<file path="src/rtl/rv32i_mem_arbiter.sv">
// Single-port memory arbiter for the rv32i multicycle core: the fetch and load/store
// ports share one memory through a fixed ACCESS / WAIT / RESP schedule.
`timescale 1ns/1ps
module rv32i_mem_arbiter #(
  parameter int unsigned READ_LATENCY    = 1,
  parameter int unsigned ARB_MODE        = 0,
  parameter int unsigned MAX_DATA_STREAK = 4,
  parameter logic [31:0] RESET_ADDR      = 32'h0
) (
  input  logic        clk,
  input  logic        rst,
  input  logic        ena,
  input  logic        if_req,
  input  logic [31:0] if_addr,
  output logic        if_gnt,
  output logic        if_ack,
  output logic [31:0] if_rdata,
  input  logic        d_req,
  input  logic        d_we,
  input  logic [31:0] d_addr,
  input  logic [31:0] d_wdata,
  output logic        d_gnt,
  output logic        d_ack,
  output logic [31:0] d_rdata,
  output logic [31:0] mem_addr,
  output logic [31:0] mem_wr_data,
  output logic        mem_wr_ena,
  input  logic [31:0] mem_rd_data,
  output logic        busy,
  output logic        owner
);

  typedef enum logic [1:0] {
    ST_IDLE   = 2'd0,
    ST_ACCESS = 2'd1,
    ST_WAIT   = 2'd2,
    ST_RESP   = 2'd3
  } state_t;

  localparam int unsigned SW = (MAX_DATA_STREAK < 1) ? 1 : $clog2(MAX_DATA_STREAK + 1);
  localparam logic [SW-1:0] STREAK_MAX = SW'(MAX_DATA_STREAK);
  // Counter reloads to READ_LATENCY-1 so the read word is captured on the last WAIT cycle.
  localparam logic [1:0]    WAIT_INIT  = 2'(READ_LATENCY - 1);

  state_t        state, state_nxt;
  logic          cur_we;
  logic [1:0]    wait_cnt;
  logic [SW-1:0] streak;
  logic          pick_data;

  // NOTE: sequential state uses non-blocking assignments so every register samples
  // pre-edge values regardless of block ordering.
  always_ff @(posedge clk or negedge rst) begin
    if (!rst) state <= ST_IDLE;
    else      state <= state_nxt;
  end

  // NOTE: every signal written here gets a default first, so no path can infer a latch.
  always_comb begin
    state_nxt  = state;
    pick_data  = 1'b0;
    if_gnt     = 1'b0;
    d_gnt      = 1'b0;
    if_ack     = 1'b0;
    d_ack      = 1'b0;
    mem_wr_ena = 1'b0;
    busy       = (state != ST_IDLE);
    case (state)
      ST_IDLE: begin
        if (ena && (if_req || d_req)) begin
          if (!if_req)
            pick_data = 1'b1;
          else if (d_req)
            pick_data = (ARB_MODE == 1) ? !owner : (streak != STREAK_MAX);
          d_gnt     = pick_data;
          if_gnt    = !pick_data;
          state_nxt = ST_ACCESS;
        end
      end
      ST_ACCESS: begin
        mem_wr_ena = cur_we;
        state_nxt  = cur_we ? ST_RESP : ST_WAIT;
      end
      ST_WAIT: begin
        if (wait_cnt == '0) state_nxt = ST_RESP;
      end
      ST_RESP: begin
        if_ack    = !owner;
        d_ack     = owner;
        state_nxt = ST_IDLE;
      end
      default: state_nxt = ST_IDLE;
    endcase
  end

  always_ff @(posedge clk or negedge rst) begin
    if (!rst) begin
      mem_addr    <= RESET_ADDR;
      mem_wr_data <= '0;
      owner       <= 1'b1;
      cur_we      <= 1'b0;
      wait_cnt    <= '0;
      streak      <= '0;
      if_rdata    <= '0;
      d_rdata     <= '0;
    end else begin
      if (if_gnt) begin
        mem_addr <= if_addr;
        owner    <= 1'b0;
        cur_we   <= 1'b0;
        streak   <= '0;
      end
      if (d_gnt) begin
        mem_addr    <= d_addr;
        mem_wr_data <= d_wdata;
        owner       <= 1'b1;
        cur_we      <= d_we;
        // Streak only grows while fetch is being made to wait.
        if (!if_req)
          streak <= '0;
        else if (streak != STREAK_MAX)
          streak <= streak + 1'b1;
      end
      if (state == ST_ACCESS)
        wait_cnt <= WAIT_INIT;
      if (state == ST_WAIT) begin
        if (wait_cnt == '0) begin
          if (owner) d_rdata  <= mem_rd_data;
          else       if_rdata <= mem_rd_data;
        end else begin
          wait_cnt <= wait_cnt - 1'b1;
        end
      end
    end
  end

endmodule

</file>
<file path="config.mk">
export PLATFORM = sky130hd
export DESIGN_NAME = rv32i_mem_arbiter
export DESIGN_NICKNAME = d
export VERILOG_FILES = /design/src/rtl/rv32i_mem_arbiter.sv
export SDC_FILE = /design/constraint.sdc
export NUM_CORES = 1
export LEC_CHECK = 0
export BUFFER_PORTS_ARGS = -buffer_cell sky130_fd_sc_hd__buf_2
export CAP_MARGIN = 10
export CORE_MARGIN = 2
export CORE_UTILIZATION = 49
export CTS_BUF_LIST = sky130_fd_sc_hd__clkbuf_16
export DETAILED_ROUTE_END_ITERATION = 8
export GPL_ROUTABILITY_DRIVEN = 0
export GPL_TIMING_DRIVEN = 0
export MAX_ROUTING_LAYER = met4
export PLACE_DENSITY = 0.81
export SYNTH_ARGS = -nofsm -noshare
export SYNTH_HDL_FRONTEND = slang
export SYNTH_SLANG_ARGS = --single-unit
</file>
<file path="constraint.sdc">
create_clock -name clk -period 3.23 [get_ports clk]
set_input_delay 0.646 -clock clk [delete_from_list [all_inputs] [get_ports clk]]
set_output_delay 0.646 -clock clk [all_outputs]
set_load 0.03 [all_outputs]
</file>
Word-level counts from Yosys, hierarchy flattened
Index checks and enable logic that the tools add are counted.
- output and inout bits: 135
- logic and storage cells: 56
- register bits: 137
- multiplexer cells: 27
- add/subtract/negate cells: 2
- eq/ne operators: 6
- bitwise logic cells: 1
- reductions and logical operators: 11
- operators by type and width (cell ; count):
    $mux 32 ; 2
    $mux 1 ; 15
    $mux 3 ; 4
    $mux 2 ; 5
    $pmux 2 s4 ; 1
    $reduce_and 3->1 ; 2
    $eq 2x2->1 const B ; 2
    $logic_not 2->1 ; 2
    $ne 2x2->1 const B ; 2
    $reduce_bool 2->1 ; 2
    $add 3x1->3 const B ; 1
    $ne 3x3->1 const B ; 1
    $eq 2x1->1 const B ; 1
    $logic_not 1->1 ; 2
    $reduce_and 2->1 ; 1
    $sub 2x1->2 const B ; 1
    $logic_and 1x1->1 ; 1
    $logic_or 1x1->1 ; 1
    $not 1->1 ; 1

Logic depth before layout (Yosys ltp)
Gate-level depths: netlist of the first run.
- word-level depth: 12
- mapped depth: 7
- mapped depth without buffers: 5

Worst setup path before layout of the first run
No wires, ideal clock.
- kind: reg2out
- start: register state[0]
- end: output port if_gnt
- cell stages (with the launch flop): 6
- path buffers: 1
- path slack: 1115 ps
- data required time: 2584 ps
- arrival time: 1469 ps
- cells stage by stage: dfrtp_1 > inv_1 > ha_1 > and3_1 > a21boi_2 > buf_2
- cells in the longest elaborated chain, start to end: 2
- ends and longest elaborated chain (element ; line ; RTL):
    start: declaration ; 45 ; state_t state, state_nxt;
    start signal: assignment ; 55 ; else state <= state_nxt;
    $logic_not 2->1 ; 68 ; case (state)
    $mux 1 ; 68 ;
    end: declaration ; 15 ; output logic if_gnt,
Every way passes these cells.

Worst setup path after layout of the first run
Same ends and word-level chain as after synthesis.

==> flow_summary.json, run 1 <==
{
  "status": "complete, no violations",
  "ys_seq_elements": 137,
  "synthToLayoutAreaGrowth_pct": 40.2,
  "timing.rr.start": "state[0]",
  "cts-root-buf": "clkbuf_16",
  "cts_tree": "yes",
  "synth_fp_nets": 508,
  "synthesis.area_um2": 5480,
  "dieArea_um2": 12000,
  "timing.final.ws_setup_ps": 170,
  "p_per_area_nw_per_um2": 1230,
  "max_slew.worst_pin.slew_ps": 799,
  "cp-start-kind": "flop",
  "layout.nets": 796,
  "max_cap_viol_count": 0,
  "rsz0062_at_grt": "no",
  "fmax_mhz": 327,
  "grt.overflow.total": 0,
  "yosysSeqAreaShare": 0.626,
  "hpwl_mm": 10.5,
  "synth_cell_types": 29,
  "synthTopCellsByArea": "dfrtp_1 (62%), mux2_2 (19%), a221o_1 (5.7%), and2_1 (2.4%), ha_1 (1.4%)",
  "start_util": 0.503,
  "crit_path_start": "state[0]",
  "reg2reg_slack_ps": 1110,
  "track_usage": 0.238,
  "n_fill_cell": 759,
  "via_per_inst": 5.12,
  "firstDrtPassIters": 4,
  "async_flop_share": 1.00,
  "drive_above_1_share": 0.611,
  "cts_setup_buffers": 0,
  "p_leak_uw": 0.00390,
  "grt_pass1_wl_mm": 20.8,
  "grt_start_max_net_pins": 72,
  "synth_edf_count": 0,
  "cts_hold_buf": 0,
  "finClkSkew_ps": 7.38,
  "worst-endpoint-arrival_ps": 2410,
  "vias": 4139,
  "path_clk_slew_ps": 60,
  "grt_pass1_vias": 4299,
  "cts_resized": 0,
  "die_w_um": 110,
  "cp_data_required_time_ps": 2580,
  "hold_viol": 0,
  "clockBufferDepth": 2,
  "path_max_fanout": 10,
  "clock-sinks": 137,
  "synthCells": 368,
  "place_ws_ps": 618,
  "dieHeight_um": 110,
  "finalSetupTns_ps": 0,
  "routed_wirelength_mm": 13.8,
  "antenna_found_initial": 0,
  "max-vdd-ir-drop_mv": 0.758,
  "ant_nets": 0,
  "regArea_um2": 3430,
  "power.total_uw": 9450,
  "core_area_um2": 10900,
  "multiInputGateArea_um2": 1890,
  "detailedRoute.firstIterationViolations": 190,
  "post_dp_cell_area_um2": 7030,
  "fin_crit_ps": 3060,
  "htree_levels": 4,
  "routedWlPerCell_um": 17.1,
  "yosysTopAreaCellShare": 0.621,
  "clkLatencyLatePin_ps": 410,
  "slew_violations": 0,
  "fp-row-count": 38,
  "antennaDiodeCount": 0,
  "setup_viol": 0,
  "synth_area_per_cell_um2": 14.9,
  "synthFlopType": "dfrtp_1",
  "port_buffers": 268,
  "slew_headroom": 0.465,
  "cts_buffers": 17,
  "drc_errors": 0,
  "ys_warn_count": 0,
  "min_path_type": "in2async",
  "fin_crit_sh": 0.947,
  "ioPinCount": 269,
  "path_class": "reg2out",
  "endpoint_kind": "output pin",
  "final_area_um2": 7680,
  "yosys.area.top_type": "dfrtp_1"
}
==> synthesized netlist by cell type (all sizes together), types with 2 or more instances <==
| cell type | n |
|---|---|
| dfrtp | 136 |
| mux2 | 97 |
| and2 | 32 |
| a221o | 31 |
| buf | 17 |
| inv | 10 |
| ha | 6 |
| nand2 | 5 |
| and3 | 4 |
| clkbuf | 4 |
| nor2 | 4 |
| a22o | 3 |
| a31oi | 3 |
| o21ai | 3 |
| a21boi | 2 |
| a21oi | 2 |
| nor2b | 2 |
==> final cells by class <==
cell class,instances,area share
Sequential cell,137,0.447
Timing Repair Buffer,269,0.179
Clock inverter,14,0.0297
Multi-Input combinational cell,200,0.246
Buffer,21,0.0161
Clock buffer,17,0.0554
Inverter,10,0.00489
Tap cell,140,0.0228
==> path summary, 6_finish.rpt <==
check	cells after the start	to
min in group clk	2	cur_we
max	6	if_gnt
max reg2reg	6	mem_addr[25]
max in group asynchronous	2	mem_addr[16]
min	1	if_rdata[2]
min reg2reg	1	if_rdata[15]
==> power breakdown <==
group	switching (uW)	internal (uW)	total [uW]	leakage (uW)
combinational	2690	1600	4290	0.00193
sequential	453	2570	3020	0.00166
clock	700	1430	2130	0.000308
total	3850	5600	9450	0.00390
==> kinds of logic after synthesis <==
group / synth area share
flops: 0.626
mux: 0.199
simple gates: 0.0519
compound gates: 0.0793
buf+inv: 0.0295
fa+ha+maj: 0.0137
==> critical path, stage by stage (launching register included) <==
cell and delay [ps]:
dfrtp_1 430, inv_1 110, ha_1 280, and3_1 250, a21boi_2 380, buf_2 320
buf_2 240
==> routing by layer <==
layer	vias up	part of all wire	track usage
li1	1905	-	-
met1	2000	0.39	0.261
met2	205	0.51	0.407
met3	29	0.074	0.0670
met4	0	0.023	0.0958
met5	-	0	-
==> layout by cell type (no fill, tap or decap), types with 4 or more instances in the layout <==
cell type    n
a221o_1     31
and2_0      11
and2_1      21
and3_1       4
buf_2      276
buf_4        7
bufinv_16    6
clkbuf_1     4
clkbuf_16   17
dfrtp_1    136
ha_1         6
inv_1       10
mux2_1       5
mux2_2      92
nand2_1      5
nor2_1       4
==> flip-flops by register name, indices dropped and copies added, names as in the netlist <==
name	count
cur_we	1
if_rdata	32
mem_addr	32
mem_wr_data	32
state	2
owner	1
streak	3
wait_cnt	2
d_rdata	32
==> metrics by stage <==
step	hold WS, ps	util	instances
final	228	0.705	808
after global routing	278	0.705	808
after CTS	253	0.705	808
after detailed placement	484	0.645	777
after global placement	465	0.642	776
after floorplan	350	-	368
Power figures use the tool's default switching activity.
==> run 2: changes to the inputs <==
--- a/config.mk
+++ b/config.mk
@@ -11,8 +11,6 @@
 export CORE_UTILIZATION = 49
 export CTS_BUF_LIST = sky130_fd_sc_hd__clkbuf_16
 export DETAILED_ROUTE_END_ITERATION = 8
-export GPL_ROUTABILITY_DRIVEN = 0
-export GPL_TIMING_DRIVEN = 0
 export MAX_ROUTING_LAYER = met4
 export PLACE_DENSITY = 0.81
 export SYNTH_ARGS = -nofsm -noshare
==> run 2 against run 1 <==
Against the previous run:
- via count shrank 1.4%
- utilization shrank 0.92 points
- combinational power shrank 0.9%
- wire length shrank 3.0%
- critical endpoint unchanged
- largest power group unchanged
- setup slack gained 400 ps
- sequential cell count is the same
- sequential share of layout area grew 0.59 points
- total power shrank 1.9%
- first-iteration DRC count grew 4.2%
==> flow_summary.json, run 2 (synthesized netlist as in run 1, its figures left out) <==
{
  "status": "complete, no violations",
  "cts_hold_buf": 0,
  "antenna_found_initial": 0,
  "setup_viol": 0,
  "fin_crit_ps": 2660,
  "layout.nets": 781,
  "ioPinCount": 269,
  "via_per_inst": 5.14,
  "routed_wirelength_mm": 13.4,
  "synthToLayoutAreaGrowth_pct": 38.4,
  "power.total_uw": 9270,
  "htree_levels": 4,
  "cts-root-buf": "clkbuf_16",
  "finalSetupTns_ps": 0,
  "port_buffers": 268,
  "grt_pass1_vias": 4181,
  "dieArea_um2": 12000,
  "drive_above_1_share": 0.612,
  "cts_buffers": 17,
  "cts_setup_buffers": 0,
  "grt_start_max_net_pins": 67,
  "dieHeight_um": 110,
  "clock-sinks": 137,
  "fp-row-count": 38,
  "slew_headroom": 0.504,
  "cp_data_required_time_ps": 2580,
  "path_max_fanout": 6,
  "max-vdd-ir-drop_mv": 0.633,
  "crit_family": "flip-flops",
  "crit_buf_inv": 2,
  "max_cap_viol_count": 0,
  "antennaDiodeCount": 0,
  "fmax_mhz": 376,
  "routabilityCongestion": 0.772,
  "grt.overflow.total": 0,
  "path_cells": "inv_1, ha_1, and3_1, a21boi_2, buf_2",
  "die_w_um": 110,
  "regArea_um2": 3430,
  "cp_slowest_cell": "dfrtp_1",
  "fin_crit_sh": 0.824,
  "cp-start-kind": "flop",
  "max_slew.worst_pin.slew_ps": 744,
  "worst_r2r_path_depth": 6,
  "ant_nets": 0,
  "clkLatencyLatePin_ps": 400,
  "cp.depth": 5,
  "grt_pass1_wl_mm": 20.1,
  "drc_errors": 0,
  "p_leak_uw": 0.00383,
  "core_area_um2": 10900,
  "multiInputGateArea_um2": 1900,
  "vias": 4082,
  "min_path_type": "in2async",
  "firstDrtPassIters": 4,
  "rsz0062_at_grt": "no",
  "detailedRoute.firstIterationViolations": 198,
  "start_util": 0.503,
  "finClkSkew_ps": 4.69,
  "hold_viol": 0,
  "cts_tree": "yes",
  "clockBufferDepth": 2,
  "hpwl_mm": 9.88,
  "layout_commonest_cell": "buf_2",
  "final_cell_mix": "buf_2 (267), dfrtp_1 (136), mux2_2 (92), a221o_1 (31), and2_1 (21)",
  "max_stage_delay_ps": 430,
  "routedWlPerCell_um": 16.9,
  "p_per_area_nw_per_um2": 1220,
  "path_clk_slew_ps": 60,
  "path_class": "reg2out",
  "slew_violations": 0,
  "n_fill_cell": 749,
  "endpoint_kind": "output pin",
  "worst-endpoint-arrival_ps": 2020,
  "cts_resized": 0,
  "track_usage": 0.229
}
## run 2: changes by cell type in the layout (fill, tap and decap cells not counted), moves of 2 or more
cell | previous run | this run
clkbuf_1 | 4 | 0
buf_2 | 276 | 267
bufinv_16 | 6 | 4
clkinv_1 | 3 | 1
clkinv_4 | 0 | 2
## run 2: area by class of cell
| cell class | count | share of cell area |
|---|---|---|
| clock buffers | 17 | 0.0561 |
| well taps | 140 | 0.0231 |
| inverters | 10 | 0.00495 |
| flip-flops and latches | 137 | 0.452 |
| multi-input cells | 200 | 0.251 |
| repair buffers | 275 | 0.186 |
| clock inverters | 15 | 0.0262 |
## run 2: worst register-to-register path: cells and delay by family (launching register included)
kind                       cells  cell delay (ps)
AOI/OAI and AO/OA              1              180
DFF                            1              430
muxes                          1              470
buffers and inverters          2              710
adders and majority gates      1              280
and+or+nand+nor                1              160
## run 2: stage by stage
step / cell area [um^2] / hold WS (ps) / std cells / setup slack, ps / utilization
3_5_place_dp: 6960 / 476 / 762 / 931 / 0.639
4_1_cts: 7580 / 178 / 794 / 518 / 0.696
5_1_grt: 7580 / 176 / 794 / 443 / 0.696
3_3_place_gp: 6960 / 463 / 762 / 1050 / 0.639
6_report: 7580 / 165 / 794 / 567 / 0.696
2_1_floorplan: 5480 / 350 / 368 / 1110 / -
## run 2: per-layer routing
metal | vias up | track usage | routed length, um
met5 | - | - | 0
met4 | 0 | 0.0850 | 227
met3 | 18 | 0.0694 | 1000
met2 | 189 | 0.394 | 6990
met1 | 1997 | 0.250 | 5190
li1 | 1878 | - | -
## run 2: worst paths after layout
path	start	to	slack, ps
worst max-delay path	state[0]	if_gnt	570
worst min-delay path	rst	d_rdata[6]	170
worst max register to register	state[0]	mem_wr_data[28]	890
worst min register to register	if_rdata[15]	if_rdata[15]	480
max in group asynchronous	rst	owner	2320
min in group clk	if_addr[4]	mem_addr[4]	470
## run 2: report_power, final
group	total [uW]	internal [uW]	switching (uW)
Clock	2020	1300	722
Combinational	4250	1570	2680
Sequential	3000	2560	439
Total	9270	5430	3840
==> run 3: changes to the inputs <==
--- a/config.mk
+++ b/config.mk
@@ -8,11 +8,11 @@
 export BUFFER_PORTS_ARGS = -buffer_cell sky130_fd_sc_hd__buf_2
 export CAP_MARGIN = 10
 export CORE_MARGIN = 2
-export CORE_UTILIZATION = 49
+export CORE_UTILIZATION = 41
 export CTS_BUF_LIST = sky130_fd_sc_hd__clkbuf_16
 export DETAILED_ROUTE_END_ITERATION = 8
 export MAX_ROUTING_LAYER = met4
-export PLACE_DENSITY = 0.81
+export PLACE_DENSITY = 0.71
 export SYNTH_ARGS = -nofsm -noshare
 export SYNTH_HDL_FRONTEND = slang
 export SYNTH_SLANG_ARGS = --single-unit
==> constraint.sdc (replaced) <==
create_clock -name clk -period 2.4 [get_ports clk]
set_input_delay 0.48 -clock clk [delete_from_list [all_inputs] [get_ports clk]]
set_output_delay 0.48 -clock clk [all_outputs]
set_load 0.03 [all_outputs]
==> run 3 against run 2 <==
Against the previous run:
- wire length up 0.97%
- total power increased by 34%
- clock skew increased by 4.5 ps
- worst hold slack lost 130 ps
- sequential share of layout area decreased by 0.49 points
- final cell count increased by 5.0%
- final area grew 1.1%
- critical path depth unchanged
- sequential power is 34% higher
- register-to-register slack got worse by 480 ps
- count of clock-buffer cells in the layout unchanged
- critical path type unchanged
- largest cell class unchanged
==> flow_summary.json, run 3 (synthesized netlist as in run 1, its figures left out) <==
{
  "final_cell_mix": "buf_2 (266), dfrtp_1 (136), mux2_2 (92), a221o_1 (31), and2_1 (21)",
  "max-vdd-ir-drop_mv": 0.666,
  "grt_pass1_wl_mm": 21.3,
  "dp.cells": 800,
  "track_usage": 0.199,
  "core_area_um2": 13100,
  "status": "complete, no violations",
  "hold_viol": 0,
  "cp_data_required_time_ps": 1920,
  "cts-root-buf": "clkbuf_16",
  "dieArea_um2": 14300,
  "max_cap_viol_count": 0,
  "path_max_fanout": 6,
  "n_fill_cell": 1095,
  "finalSetupTns_ps": 0,
  "multiInputGateArea_um2": 1920,
  "routed_wirelength_mm": 13.6,
  "reg2reg_slack_ps": 410,
  "cp_slowest_cell": "dfrtp_1",
  "firstDrtPassIters": 4,
  "grt.overflow.total": 0,
  "max_stage_delay_ps": 430,
  "power.total_uw": 12400,
  "detailedRoute.firstIterationViolations": 202,
  "timing.rr.start": "state[0]",
  "cp-start-kind": "flop",
  "hpwl_mm": 10.2,
  "finClkSkew_ps": 9.23,
  "path_class": "reg2out",
  "p_leak_uw": 0.00383,
  "path_clk_slew_ps": 50,
  "setup_viol": 0,
  "r2r_end": "mem_addr[17]",
  "endpoint_kind": "output pin",
  "drc_errors": 0,
  "clock-sinks": 137,
  "routedWlPerCell_um": 16.2,
  "dieHeight_um": 120,
  "layout.nets": 784,
  "fin_crit_ps": 2290,
  "port_buffers": 268,
  "worst-endpoint-arrival_ps": 1810,
  "max_slew.worst_pin.slew_ps": 540,
  "worst_r2r_path_depth": 7,
  "start_util": 0.417,
  "clockBufferDepth": 2,
  "htree_levels": 4,
  "ioPinCount": 269,
  "synthToLayoutAreaGrowth_pct": 39.9,
  "grt_start_max_net_pins": 57,
  "cts_tree": "yes",
  "layout_commonest_cell": "buf_2",
  "antenna_found_initial": 1,
  "cts_hold_buf": 0,
  "routabilityCongestion": 0.758,
  "path_cells": "inv_1, ha_2, and3_4, a21boi_4, buf_4",
  "clkLatencyLatePin_ps": 410,
  "fp-row-count": 42,
  "slew_headroom": 0.640,
  "drive_above_1_share": 0.612,
  "fin_crit_sh": 0.955,
  "fmax_mhz": 436,
  "min_path_type": "in2async",
  "via_per_inst": 4.88,
  "grt_pass1_vias": 4306,
  "cts_buffers": 17,
  "die_w_um": 120,
  "slew_violations": 0,
  "stdcell_count": 834,
  "p_per_area_nw_per_um2": 1620,
  "regArea_um2": 3430,
  "vias": 4066,
  "ant_nets": 0
}
==> run 3: area by class of cell <==
cell class                      instances  area share
Clock buffer                           17      0.0555
Tap cell                              176      0.0287
Clock inverter                         15      0.0238
Timing Repair Buffer                  278       0.189
Antenna cell                            1    0.000327
Inverter                               10     0.00490
Sequential cell                       137       0.448
Multi-Input combinational cell        200       0.250
==> run 3: where the power goes <==
part           leakage (uW)  switching, uW  total [uW]  internal [uW]
combinational       0.00188           3590        5720           2130
clock              0.000287            939        2660           1720
sequential          0.00166            574        4030           3450
==> run 3: how the worst max path moves through the flow <==
stage | start | end
final | state[0] | if_gnt
after global routing | state[0] | d_gnt
after CTS | state[0] | if_gnt
after detailed placement | state[0] | if_gnt
after global placement | state[0] | if_gnt
after floorplan | state[0] | if_gnt
==> run 3: metrics by stage <==
stage	hold WS, ps	util	area, um^2	worst slack [ps]
2_1_floorplan	184	-	5480	451
3_3_place_gp	462	0.536	7040	441
3_5_place_dp	476	0.536	7040	336
4_1_cts	34.1	0.583	7650	0.518
5_1_grt	40.9	0.583	7660	-7.45
6_report	33.9	0.583	7660	107
==> run 3: critical path: cells and delay by family, from the launching register on <==
| family | cells | cell delay (ps) |
|---|---|---|
| flops | 1 | 430 |
| buf+inv | 2 | 300 |
| fa+ha+maj | 1 | 240 |
| simple gates | 1 | 220 |
| compound gates | 1 | 210 |
==> run 3: repair_timing <==
item / 4_1_cts / 5_1_grt
resized for setup: 1 / 2
buffers inserted: 1 / 0
endpoints found under the setup margin: 1 / 2
endpoints found under the hold margin: 0 / 0
==> run 3: per-layer routing <==
| layer | wire [um] | track usage |
|---|---|---|
| met1 | 5700 | 0.231 |
| met2 | 6580 | 0.325 |
| met3 | 1120 | 0.0722 |
| met4 | 156 | 0.0581 |
| met5 | 0 | - |
